<file path="config.mk">
export PLATFORM = sky130hd
export DESIGN_NAME = module_display_scan
export DESIGN_NICKNAME = d
export VERILOG_FILES = /design/src/rtl/display_pkg.sv /design/src/rtl/module_hex_to_seg.sv /design/src/rtl/module_display_scan.sv
export SDC_FILE = /design/constraint.sdc
export NUM_CORES = 1
export LEC_CHECK = 0
export CAP_MARGIN = 25
export CORE_AREA = 2 2 73 75
export CTS_CLUSTER_DIAMETER = 40
export CTS_CLUSTER_SIZE = 30
export DETAILED_ROUTE_END_ITERATION = 7
export DIE_AREA = 0 0 75 77
export HOLD_SLACK_MARGIN = 0.15
export PLACE_DENSITY = 0.77
export SLEW_MARGIN = 25
export SYNTH_ARGS = -nofsm -noshare
export SYNTH_HDL_FRONTEND = slang
export SYNTH_SLANG_ARGS = --single-unit
export TNS_END_PERCENT = 1
</file>
<file path="constraint.sdc">
create_clock -name clk -period 4.9 [get_ports clk]
set_input_delay 0.98 -clock clk [delete_from_list [all_inputs] [get_ports clk]]
set_output_delay 0.98 -clock clk [all_outputs]
set_load 0.05 [all_outputs]
</file>
<file path="src/rtl/display_pkg.sv">
// Shared constants and types for the 4-digit multiplexed 7-segment scanner.
// Segment patterns are active-low, bit order {g,f,e,d,c,b,a}.
package display_pkg;

    localparam logic [6:0] SEG_OFF = 7'b1111111;
    localparam logic [3:0] AN_OFF  = 4'b1111;

    typedef logic [1:0] digit_idx_t;

    // Entry [n] is the pattern for hex digit n (leftmost element is index 15).
    localparam logic [15:0][6:0] SEG_TABLE = {
        7'b0001110, 7'b0000110, 7'b0100001, 7'b1000110,
        7'b0000011, 7'b0001000, 7'b0010000, 7'b0000000,
        7'b1111000, 7'b0000010, 7'b0010010, 7'b0011001,
        7'b0110000, 7'b0100100, 7'b1111001, 7'b1000000
    };

endpackage

</file>
<file path="src/rtl/module_hex_to_seg.sv">
// Combinational hex nibble to active-low 7-segment pattern.
module module_hex_to_seg
    import display_pkg::*;
(
    input  logic [3:0] i_nib,
    output logic [6:0] o_seg
);

    assign o_seg = SEG_TABLE[i_nib];

endmodule

</file>
<file path="src/rtl/module_display_scan.sv">
// Four-digit multiplexed 7-segment scanner with frame-synchronous value update.
// Optional: define LEADING_ZERO_BLANK_EN to blank leading zero digits 3..1.
module module_display_scan
    import display_pkg::*;
#(
    parameter int REFRESH_DIV = 27000,
    parameter int BLANK_CYC   = 16
) (
    input  logic        clk,
    input  logic        rst,
    input  logic [15:0] value,
    input  logic        load,
    output logic        pending,
    output logic [3:0]  an,
    output logic [6:0]  seg,
    output logic        frame_done
);

    localparam int             CW        = $clog2(REFRESH_DIV);
    localparam logic [CW-1:0]  CNT_LAST  = CW'(REFRESH_DIV - 1);
    localparam logic [CW-1:0]  CNT_BLANK = CW'(BLANK_CYC);

    logic [CW-1:0] r_cnt;
    digit_idx_t    r_idx;
    logic [15:0]   r_shadow;
    logic [15:0]   r_disp;
    logic          r_pending;
    logic          r_frame_done;
    logic [3:0]    r_an;
    logic [6:0]    r_seg;

    logic          w_tc;
    logic          w_fb;
    logic          w_blank;
    logic          w_lz;
    logic [3:0]    w_nib;
    logic [6:0]    w_seg_dec;

    assign w_tc    = (r_cnt == CNT_LAST);
    assign w_fb    = w_tc && (r_idx == 2'd3);
    assign w_blank = (r_cnt < CNT_BLANK);
    assign w_nib   = 4'(r_disp >> {r_idx, 2'b00});

`ifdef LEADING_ZERO_BLANK_EN
    // A digit is a leading zero when it and every more-significant digit are zero.
    always_comb begin
        w_lz = 1'b0;
        case (r_idx)
            2'd3:    w_lz = (r_disp[15:12] == 4'h0);
            2'd2:    w_lz = (r_disp[15:8]  == 8'h00);
            2'd1:    w_lz = (r_disp[15:4]  == 12'h000);
            default: w_lz = 1'b0;
        endcase
    end
`else
    assign w_lz = 1'b0;
`endif

    module_hex_to_seg u_dec (
        .i_nib (w_nib),
        .o_seg (w_seg_dec)
    );

    always_ff @(posedge clk) begin
        if (!rst) begin
            r_cnt <= '0;
            r_idx <= 2'd0;
        end else if (w_tc) begin
            r_cnt <= '0;
            r_idx <= r_idx + 2'd1;
        end else begin
            r_cnt <= r_cnt + 1'b1;
        end
    end

    // Display only changes at the frame boundary so a frame never tears.
    always_ff @(posedge clk) begin
        if (!rst) begin
            r_shadow     <= 16'h0000;
            r_disp       <= 16'h0000;
            r_pending    <= 1'b0;
            r_frame_done <= 1'b0;
        end else begin
            r_frame_done <= w_fb;
            if (w_fb && load) begin
                r_shadow  <= value;
                r_disp    <= value;
                r_pending <= 1'b0;
            end else if (w_fb) begin
                r_disp    <= r_shadow;
                r_pending <= 1'b0;
            end else if (load) begin
                r_shadow  <= value;
                r_pending <= 1'b1;
            end
        end
    end

    always_ff @(posedge clk) begin
        if (!rst) begin
            r_an  <= AN_OFF;
            r_seg <= SEG_OFF;
        end else if (w_blank) begin
            r_an  <= AN_OFF;
            r_seg <= SEG_OFF;
        end else begin
            r_an  <= AN_OFF ^ (4'b0001 << r_idx);
            r_seg <= w_lz ? SEG_OFF : w_seg_dec;
        end
    end

    assign pending    = r_pending;
    assign an         = r_an;
    assign seg        = r_seg;
    assign frame_done = r_frame_done;

endmodule
</file>
==> impl_metrics.json <==
{
  "routed_wl_um": 4670,
  "worstRegToRegCells": 5,
  "io_pins": 32,
  "antenna_left": 0,
  "syn_to_final_growth_pct": 21.5,
  "dieArea_mm2": 0.00578,
  "cts_tree": "built",
  "grt_usage_pct": 18.6,
  "synth_cell_types": 40,
  "timing_worst_setup_path_type": "in2reg",
  "drc_errors": 0,
  "nets": 312,
  "syn_inst": 251,
  "whs_ns": 0.462,
  "cts_resized": 0,
  "r2r-start": "r_idx[1]",
  "gr-total-overflow": 0,
  "root_buffer": "clkbuf_8",
  "crit_path_end_kind": "flop",
  "finClkSkew_ns": 0.0102,
  "reg2reg_slack_ns": 2.60,
  "seqCellArea_mm2": 0.00124,
  "avgSynthCellArea_um2": 10.5,
  "first_global_vias": 1775,
  "yosysMostFrequentCell": "dfxtp_1",
  "syn_nets": 281,
  "rsz0062_at_grt": "false",
  "drt_iter0_drc": 47,
  "cp.arrival_ns": 2.82,
  "startpoint_type": "input pin",
  "synth.top_cells.by_area": "dfxtp_1, mux2i_1, o2bb2ai_1",
  "rows": 26,
  "clock_sinks": 62,
  "setup_viol": 0,
  "gp_congestion": 0.798,
  "n_fill_cell": 408,
  "synth-seq-area-share_pct": 47.1,
  "power.density_mw_per_mm2": 336,
  "routedWlPerCell_um": 13.1,
  "holdPathEnd": "r_disp[12]",
  "vias": 1851,
  "ctsHoldBuffers": 0,
  "peakVddDrop_mv": 0.248,
  "synth.top_cell.area_share_pct": 47.1,
  "worst-path-max-fanout": 20,
  "cp_top_family": "buffers and inverters",
  "post-route-min-period_ns": 2.53,
  "grt_antenna_before_repair": 0,
  "core_mm2": 0.00498,
  "dr.pass1.iters": 4,
  "postCtsSetupBuffers": 0,
  "final_max_slew_viol_count": 0,
  "grt_pass1_wl_um": 8110,
  "synth_top_cell_by_area": "dfxtp_1",
  "ys_dominant_reg_cell": "dfxtp_1",
  "hold_class": "reg2reg",
  "slew_headroom_pct": 34.7,
  "layout-drive-gt1-share_pct": 10.5,
  "leakagePower_nw": 1.17,
  "max_stage_delay_ns": 0.68,
  "crit_required_ns": 5.19,
  "ys_top_cells_by_count": "dfxtp_1, nor2_1, mux2i_1, o2bb2ai_1, inv_1",
  "worst_path_max_delay_cell": "a21oi_2",
  "maxCapViolations": 0,
  "cts_htree_levels": 3,
  "ys_ff_latch": 62,
  "fp.dieH_um": 77,
  "die_x_um": 75,
  "grt_max_degree": 21,
  "io_buffers": 31,
  "cts_buffers": 9,
  "hold_viol_final": 0,
  "max_freq_mhz": 396,
  "synthArstFlopShare_pct": 0,
  "ys_warn_count": 0,
  "diodes": 0,
  "fin_setup_tns_ns": 0,
  "clkTransAtPathRegs_ns": 0.07,
  "max_slew.worst_pin.slew_ns": 0.976,
  "outcome": "finished clean",
  "hpwlAfterDp_um": 3250,
  "clock_latency_ns": 0.35,
  "hp-start": "r_disp[12]",
  "rr_endpoint": "seg[0]",
  "holdPathStages": 1,
  "clock_path_buffers": 2,
  "start_util_pct": 53.0,
  "path_cells": "clkdlybuf4s50_1 -> inv_1 -> a21oi_2 -> o21a_1",
  "period_share_pct": 51.6,
  "worst-path-buf-inv": 2,
  "multi_input_area_mm2": 0.00128,
  "synth-edff-count": 0,
  "viasPerCell": 5.18,
  "startpoint": "rst",
  "syn_area_mm2": 0.00264
}
## layer usage
layer	share of wire (%)	track usage, %	up-vias	wire length (µm)
li1	-	-	945	-
met1	47	22.9	859	2210
met2	46	28.3	34	2140
met3	4.2	6.44	13	197
met4	2.4	9.11	0	114
met5	0	0	-	0
## worst register-to-register path, delay by kind of cell (launching register included)
kind,cells,cell delay (ns)
simple gates,1,0.39
flops,1,0.60
fa+ha+maj,1,0.29
compound gates,2,0.23
mux,1,0.64
## logic make-up after synthesis
group	share of synthesized area, %
muxes	14.2
DFF	47.1
adders and majority gates	5.22
xor gates and xnor gates	4.98
and+or+nand+nor	14.3
buffers and inverters	4.32
AOI/OAI and AO/OA	9.87
## cell usage in the layout (no fill, tap or decap), drive strengths merged
| cell type | n |
|---|---|
| a21oi | 4 |
| a31o | 1 |
| and3 | 1 |
| bufinv | 2 |
| clkbuf | 11 |
| clkdlybuf4s50 | 31 |
| clkinv | 2 |
| clkinvlp | 1 |
| dfxtp | 62 |
| ha | 11 |
| inv | 13 |
| mux2 | 3 |
| mux2i | 25 |
| mux4 | 4 |
| nand2 | 9 |
| nand2b | 1 |
| nand3 | 8 |
| nand3b | 2 |
| nand4 | 3 |
| nand4b | 1 |
| nor2 | 37 |
| nor3 | 4 |
| nor4 | 3 |
| o211ai | 3 |
| o21a | 1 |
| o21ai | 1 |
| o221ai | 2 |
| o2bb2ai | 17 |
| o31a | 2 |
| o31ai | 1 |
| or2 | 1 |
| or3 | 3 |
| or4 | 2 |
| xnor2 | 12 |
| xor2 | 3 |
## where the power goes
group | leakage, nW | switching, mW | internal, mW | total (mW)
combinational | 0.546 | 0.0234 | 0.0243 | 0.0477
sequential | 0.504 | 0.00415 | 0.514 | 0.518
clock | 0.116 | 0.196 | 0.314 | 0.510
total | 1.17 | 0.224 | 0.852 | 1.08
## flip-flops by register name, summed over array words and instances (netlist names)
name and flops:
r_shadow 16, frame_done 1, an 4, r_idx 2, r_disp 16, pending 1
seg 7, r_cnt 15
## worst max-delay path by stage
stage                      to  slack (ns)  cells past startpoint
global route        r_disp[8]        2.26                      4
CTS                   pending        2.36                      4
floorplan           r_disp[0]        2.64                      4
detailed placement  r_disp[9]        2.05                      4
global placement      pending        2.08                      4
finish                pending        2.37                      4
## per-stage QoR
stage	setup slack (ns)	total power, mW	area (µm²)	std cells	util (%)
2_1_floorplan	2.64	0.557	2640	251	-
3_3_place_gp	2.08	0.577	2970	341	59.7
3_5_place_dp	2.05	0.578	2970	341	59.7
4_1_cts	2.36	1.09	3200	357	64.3
5_1_grt	2.26	1.11	3200	357	64.3
6_report	2.37	1.08	3200	357	64.3
## area by class of cell
cell class              instances  share of cell area, %
well taps                      70                   2.74
clock buffers                  11                   4.73
multi-input cells             165                   40.0
inverters                      13                   1.52
repair buffers                 31                   9.69
clock inverters                 5                   2.54
flip-flops and latches         62                   38.8
No activity file was read; power rests on OpenSTA's default activity.
